## src/rtl/g_core_arbiter.sv

```systemverilog
// Two-requester round-robin sequencer that shares one G permutation core.
// Optional RUN watchdog is enabled by defining G_ARB_TIMEOUT_EN.
module g_core_arbiter #(
  parameter int unsigned CWIDTH         = 320,
  parameter int unsigned RWIDTH         = 32,
  parameter int unsigned ROUND_COUNT    = 10,
  parameter int unsigned TIMEOUT_CYCLES = 4096
) (
  input  logic                   clk,
  input  logic                   reset,
  input  logic                   req0,
  input  logic                   req1,
  input  logic [CWIDTH-1:0]      c0,
  input  logic [CWIDTH-1:0]      c1,
  input  logic [ROUND_COUNT-1:0] rounds0,
  input  logic [ROUND_COUNT-1:0] rounds1,
  output logic                   grant0,
  output logic                   grant1,
  output logic                   resp_valid,
  output logic                   resp_id,
  output logic                   resp_err,
  output logic [CWIDTH-1:0]      c_out,
  output logic [RWIDTH-1:0]      r_out,
  output logic                   busy,
  output logic [CWIDTH-1:0]      g_c,
  output logic [ROUND_COUNT-1:0] g_rounds,
  output logic                   g_reset,
  input  logic                   g_done,
  input  logic [CWIDTH-1:0]      g_cout,
  input  logic [RWIDTH-1:0]      g_rout
);

  typedef enum logic [1:0] {StIdle, StLaunch, StRun, StResp} state_e;

  state_e                 state;
  logic                   owner;
  logic                   last_owner;
  logic                   pick;
  logic [CWIDTH-1:0]      pick_c;
  logic [ROUND_COUNT-1:0] pick_rounds;

`ifdef G_ARB_TIMEOUT_EN
  localparam int unsigned CntW = $clog2(TIMEOUT_CYCLES + 1);
  logic [CntW-1:0] cnt;
`endif

  // On contention the requester that was not served last wins.
  always_comb begin
    pick        = (req0 && req1) ? ~last_owner : req1;
    pick_c      = pick ? c1 : c0;
    pick_rounds = pick ? rounds1 : rounds0;
  end

  always_ff @(posedge clk) begin
    if (!reset) begin
      state      <= StIdle;
      owner      <= 1'b0;
      last_owner <= 1'b1;
      grant0     <= 1'b0;
      grant1     <= 1'b0;
      resp_valid <= 1'b0;
      resp_id    <= 1'b0;
      resp_err   <= 1'b0;
      c_out      <= '0;
      r_out      <= '0;
      busy       <= 1'b0;
      g_c        <= '0;
      g_rounds   <= '0;
      g_reset    <= 1'b1;
`ifdef G_ARB_TIMEOUT_EN
      cnt        <= '0;
`endif
    end else begin
      grant0     <= 1'b0;
      grant1     <= 1'b0;
      resp_valid <= 1'b0;
      unique case (state)
        StIdle: begin
          if (req0 || req1) begin
            owner    <= pick;
            g_c      <= pick_c;
            g_rounds <= pick_rounds;
            grant0   <= ~pick;
            grant1   <= pick;
            busy     <= 1'b1;
            if (pick_rounds == '0) begin
              // Zero-round job is answered directly; G stays in reset.
              state      <= StResp;
              resp_valid <= 1'b1;
              resp_id    <= pick;
              resp_err   <= 1'b1;
              c_out      <= pick_c;
              r_out      <= '0;
            end else begin
              state <= StLaunch;
            end
          end
        end
        StLaunch: begin
          state   <= StRun;
          g_reset <= 1'b0;
`ifdef G_ARB_TIMEOUT_EN
          cnt     <= '0;
`endif
        end
        StRun: begin
          if (g_done) begin
            state      <= StResp;
            resp_valid <= 1'b1;
            resp_id    <= owner;
            resp_err   <= 1'b0;
            c_out      <= g_cout;
            r_out      <= g_rout;
            g_reset    <= 1'b1;
          end
`ifdef G_ARB_TIMEOUT_EN
          else if (cnt == CntW'(TIMEOUT_CYCLES - 1)) begin
            state      <= StResp;
            resp_valid <= 1'b1;
            resp_id    <= owner;
            resp_err   <= 1'b1;
            c_out      <= '0;
            r_out      <= '0;
            g_reset    <= 1'b1;
          end else begin
            cnt <= cnt + 1'b1;
          end
`endif
        end
        StResp: begin
          state      <= StIdle;
          last_owner <= owner;
          busy       <= 1'b0;
        end
        default: state <= StIdle;
      endcase
    end
  end

endmodule

```

## config.mk

```make
export PLATFORM = sky130hd
export DESIGN_NAME = g_core_arbiter
export DESIGN_NICKNAME = d
export VERILOG_FILES = /design/src/rtl/g_core_arbiter.sv
export SDC_FILE = /design/constraint.sdc
export NUM_CORES = 1
export LEC_CHECK = 0
export ABC_CLOCK_PERIOD_IN_PS = 2400
export CAP_MARGIN = 20
export CORE_AREA = 4 4 665 667
export DETAILED_ROUTE_END_ITERATION = 7
export DIE_AREA = 0 0 669 671
export HOLD_SLACK_MARGIN = 0.06
export SLEW_MARGIN = 15
export SYNTH_ARGS = -nofsm -noshare
export SYNTH_HDL_FRONTEND = slang
export SYNTH_SLANG_ARGS = --single-unit
```

## constraint.sdc

```tcl
create_clock -name clk -period 2.4 [get_ports clk]
set_input_delay 0.6 -clock clk [delete_from_list [all_inputs] [get_ports clk]]
set_output_delay 0.6 -clock clk [all_outputs]
set_load 0.01 [all_outputs]
```

==> flow_results.xml <==
<?xml version="1.0" encoding="UTF-8"?>
<metrics>
  <group name="timing">
    <metric name="finalCritPeriodShare" unit="">0.990</metric>
    <metric name="tns" unit="ns">0</metric>
    <metric name="max_slew.worst_pin.slew" unit="ns">0.687</metric>
    <metric name="max_slew_margin" unit="">0.537</metric>
    <metric name="setup_ws" unit="ns">0.0243</metric>
    <metric name="period_minus_slack" unit="ns">2.38</metric>
    <metric name="setup_viol" unit="">0</metric>
    <metric name="timing.final.hold_violations" unit="">0</metric>
    <metric name="clock-skew-final" unit="ns">0.0528</metric>
    <metric name="maxClockFrequency" unit="MHz">421</metric>
    <metric name="final-max-slew-violation-count" unit="">0</metric>
    <metric name="grt_setup_unrepaired" unit="">true</metric>
  </group>
  <group name="synth">
    <metric name="ys_top_cells_by_area" unit="">sky130_fd_sc_hd__dfxtp_1, sky130_fd_sc_hd__mux2_2, sky130_fd_sc_hd__mux2i_1</metric>
    <metric name="synth.top_cell.area_share" unit="">0.414</metric>
    <metric name="synth-seq-area-share" unit="">0.414</metric>
    <metric name="synth_cell_type_count" unit="">36</metric>
    <metric name="asyncSetResetFlopFracSynth" unit="">0</metric>
    <metric name="number_of_flip_flops_and_latches_in_the_synthesized_netlist" unit="">693</metric>
    <metric name="avgSynthCellArea" unit="µm²">8.55</metric>
    <metric name="synthMostInstantiatedCell" unit="">sky130_fd_sc_hd__dfxtp_1</metric>
    <metric name="library_cell_with_the_largest_summed_area_after_synthesis" unit="">sky130_fd_sc_hd__dfxtp_1</metric>
    <metric name="syn-cell-area" unit="µm²">33500</metric>
    <metric name="synth.net_count" unit="">4938</metric>
    <metric name="ys_warn_count" unit="">0</metric>
    <metric name="netlist_instances" unit="">3917</metric>
    <metric name="synth.top_cells.by_count" unit="">sky130_fd_sc_hd__dfxtp_1, sky130_fd_sc_hd__nor2_1, sky130_fd_sc_hd__nand2_1</metric>
    <metric name="synthFlopType" unit="">sky130_fd_sc_hd__dfxtp_1</metric>
    <metric name="synth-edff-count" unit="">0</metric>
  </group>
  <group name="global_route">
    <metric name="pin_count_of_the_biggest_net_entering_global_routing" unit="">86</metric>
    <metric name="grt_pass1_wl" unit="µm">454000</metric>
    <metric name="number_of_global_route_vias_before_repair" unit="">36700</metric>
    <metric name="global_route.overflow_total" unit="">0</metric>
    <metric name="initial_antenna_violation_count" unit="">327</metric>
    <metric name="grt_use_total" unit="">0.160</metric>
  </group>
  <group name="power">
    <metric name="powerDensity" unit="nW/µm²">1200</metric>
    <metric name="worst_ir_drop_vdd" unit="V">0.000565</metric>
    <metric name="power.leakage" unit="nW">25.3</metric>
  </group>
  <group name="final_layout">
    <metric name="filler_cell_count" unit="">49900</metric>
    <metric name="final_layout_size_suffix_gt1_frac" unit="">0.162</metric>
    <metric name="multi_input_comb_area" unit="µm²">17600</metric>
    <metric name="final_core_utilization" unit="">0.141</metric>
    <metric name="final_non_filler_cell_area" unit="µm²">61500</metric>
    <metric name="area.sequential" unit="µm²">13900</metric>
    <metric name="final_cell_count_no_fill" unit="">11600</metric>
    <metric name="syn2layout_area_growth" unit="%">83.7</metric>
    <metric name="finalNetCount" unit="">6640</metric>
  </group>
  <group name="setup_path">
    <metric name="crit-reg2reg-capture" unit="">g_c[198]$_SDFFE_PN0P_</metric>
    <metric name="crit_start" unit="">rounds1[9]</metric>
    <metric name="setup.reg_to_reg.worst_slack" unit="ns">0.04</metric>
    <metric name="critical_path_peak_fanout" unit="">37</metric>
    <metric name="reg2reg_from" unit="">state[0]$_SDFFE_PN0P_</metric>
    <metric name="critical_path.startpoint_type" unit="">input port</metric>
    <metric name="worstPathRequired" unit="ns">3.17</metric>
    <metric name="crit_end_element" unit="">register</metric>
    <metric name="data_arrival_critical_path" unit="ns">3.14</metric>
    <metric name="rr_worst_depth" unit="">11</metric>
    <metric name="crit_path_end" unit="">c_out[165]$_SDFFE_PN0P_</metric>
    <metric name="worstSetupPathType" unit="">input port to register</metric>
  </group>
  <group name="hold_path">
    <metric name="holdCritPathClass" unit="">input port to register</metric>
  </group>
  <group name="cts">
    <metric name="tritoncts" unit="">done</metric>
    <metric name="cts_htree_levels" unit="">3</metric>
    <metric name="ctsRootBufferMaster" unit="">sky130_fd_sc_hd__clkbuf_16</metric>
    <metric name="ctsLongestPathBuffers" unit="">4</metric>
    <metric name="clock_insertion_delay_worst_skew" unit="ns">0.83</metric>
    <metric name="clk_pin_slew_worst_paths" unit="ns">0.06</metric>
    <metric name="numCtsBuffers" unit="">98</metric>
    <metric name="cts_num_sinks" unit="">693</metric>
    <metric name="cts-hold-fix-buffers" unit="">0</metric>
  </group>
  <group name="drt">
    <metric name="drt-vias-per-instance" unit="">3.38</metric>
    <metric name="route.antenna.remaining_nets" unit="">0</metric>
    <metric name="vias" unit="">39100</metric>
    <metric name="firstDrtPassIters" unit="">5</metric>
    <metric name="drc" unit="">0</metric>
    <metric name="routed_wl" unit="µm">380000</metric>
    <metric name="avgRoutedWirePerCell" unit="µm">32.9</metric>
    <metric name="drtIter0Drc" unit="">3107</metric>
  </group>
  <group name="die">
    <metric name="design.die.area" unit="µm²">449000</metric>
    <metric name="initial_core_util" unit="">0.0767</metric>
    <metric name="row_count" unit="">243</metric>
    <metric name="die_height" unit="µm">671</metric>
    <metric name="floorplan_core_area" unit="µm²">437000</metric>
    <metric name="ioPinCount" unit="">1706</metric>
    <metric name="die_x" unit="µm">669</metric>
  </group>
  <group name="place">
    <metric name="dp_worst_setup_slack" unit="ns">-0.888</metric>
    <metric name="detailed_place.area" unit="µm²">58300</metric>
    <metric name="place_hpwl" unit="µm">335000</metric>
    <metric name="buffer_ports.inserted" unit="">1705</metric>
    <metric name="routabilityCongestion" unit="">1.06</metric>
    <metric name="numPlacedInstances" unit="">11300</metric>
  </group>
  <group name="run_status">
    <metric name="run_status" unit="">finished, final reports clean</metric>
  </group>
  <group name="job">
    <metric name="cap_viol_max_count" unit="">0</metric>
  </group>
</metrics>
## cells by family after synthesis
family / synth area share
AOI/OAI and AO/OA: 0.154
adders and majority gates: 0.00149
buffers and inverters: 0.0620
DFF: 0.414
muxes: 0.193
and+or+nand+nor: 0.174
## cell type report
type,instances,share of cell area
Clock buffer,132,0.0451
Inverter,37,0.00250
Sequential cell,693,0.226
Multi-Input combinational cell,2813,0.286
Clock inverter,43,0.00832
Tap cell,5757,0.117
Timing Repair Buffer,1976,0.311
Antenna cell,101,0.00411
## flip-flops by register name, indices dropped and copies added, names as in the netlist, 2 cells and up
| name | count |
|---|---|
| c_out | 320 |
| g_c | 320 |
| g_rounds | 10 |
| r_out | 32 |
| state | 2 |
## what timing repair did
item,CTS,global route
buffers inserted,0,5
pin swaps,0,1
gates resized for setup,518,16
cloned,0,4
setup endpoints to repair,482,188
endpoints found under the hold margin,0,0
## through the flow
step / power (mW) / hold slack [ns]
after floorplan: 35.7 / 0.469
after global placement: 61.0 / 0.444
after detailed placement: 61.1 / 0.453
after CTS: 75.0 / 0.213
after global routing: 78.0 / 0.267
final: 73.8 / 0.300
## critical path: stages
cell and delay, ns:
sky130_fd_sc_hd__clkdlybuf4s50_1 0.55, sky130_fd_sc_hd__buf_12 0.16, sky130_fd_sc_hd__nor4_2 0.06, sky130_fd_sc_hd__buf_12 0.15, sky130_fd_sc_hd__and4_1 0.25, sky130_fd_sc_hd__o311ai_4 0.35
sky130_fd_sc_hd__buf_12 0.22, sky130_fd_sc_hd__buf_12 0.29, sky130_fd_sc_hd__mux2i_1 0.23
## layout by cell type (no fill, tap or decap), types with 35 or more instances in the layout
cell type,count
sky130_fd_sc_hd__buf_4,338
sky130_fd_sc_hd__diode_2,101
sky130_fd_sc_hd__mux2i_1,323
sky130_fd_sc_hd__nor3_1,291
sky130_fd_sc_hd__a21oi_1,35
sky130_fd_sc_hd__buf_12,61
sky130_fd_sc_hd__nand2_1,415
sky130_fd_sc_hd__dlygate4sd2_1,461
sky130_fd_sc_hd__dfxtp_1,691
sky130_fd_sc_hd__a311oi_1,42
sky130_fd_sc_hd__o21bai_1,288
sky130_fd_sc_hd__clkbuf_16,103
sky130_fd_sc_hd__mux2_2,288
sky130_fd_sc_hd__clkdlybuf4s50_1,1079
sky130_fd_sc_hd__o21ai_0,323
sky130_fd_sc_hd__nor2_1,625
## where the power goes
part	total [mW]	leakage, nW	internal, mW	switching (mW)
Clock	15.5	1.61	9.00	6.46
Combinational	39.5	18.0	14.8	24.7
Sequential	18.8	5.71	16.2	2.68
## worst min path at each step
stage | from | end | slack (ns) | depth (start not counted)
floorplan | owner$_SDFFE_PN0P_ | last_owner$_SDFFE_PN1P_ | 0.47 | 2
global placement | c_out[67]$_SDFFE_PN0P_ | c_out[67]$_SDFFE_PN0P_ | 0.44 | 2
detailed placement | c_out[125]$_SDFFE_PN0P_ | c_out[125]$_SDFFE_PN0P_ | 0.45 | 2
CTS | reset | c_out[253]$_SDFFE_PN0P_ | 0.21 | 4
global route | reset | c_out[253]$_SDFFE_PN0P_ | 0.27 | 4
finish | reset | c_out[225]$_SDFFE_PN0P_ | 0.30 | 4
## metal layers
layer / track usage / wire length [µm] / vias to the layer above
met5: 0 / 1500 / -
met3: 0.112 / 60900 / 788
met1: 0.157 / 126000 / 18700
li1: - / - / 17100
met2: 0.266 / 177000 / 2254
met4: 0.0495 / 14100 / 216
Note: power is estimated with default switching activity, not from simulation.
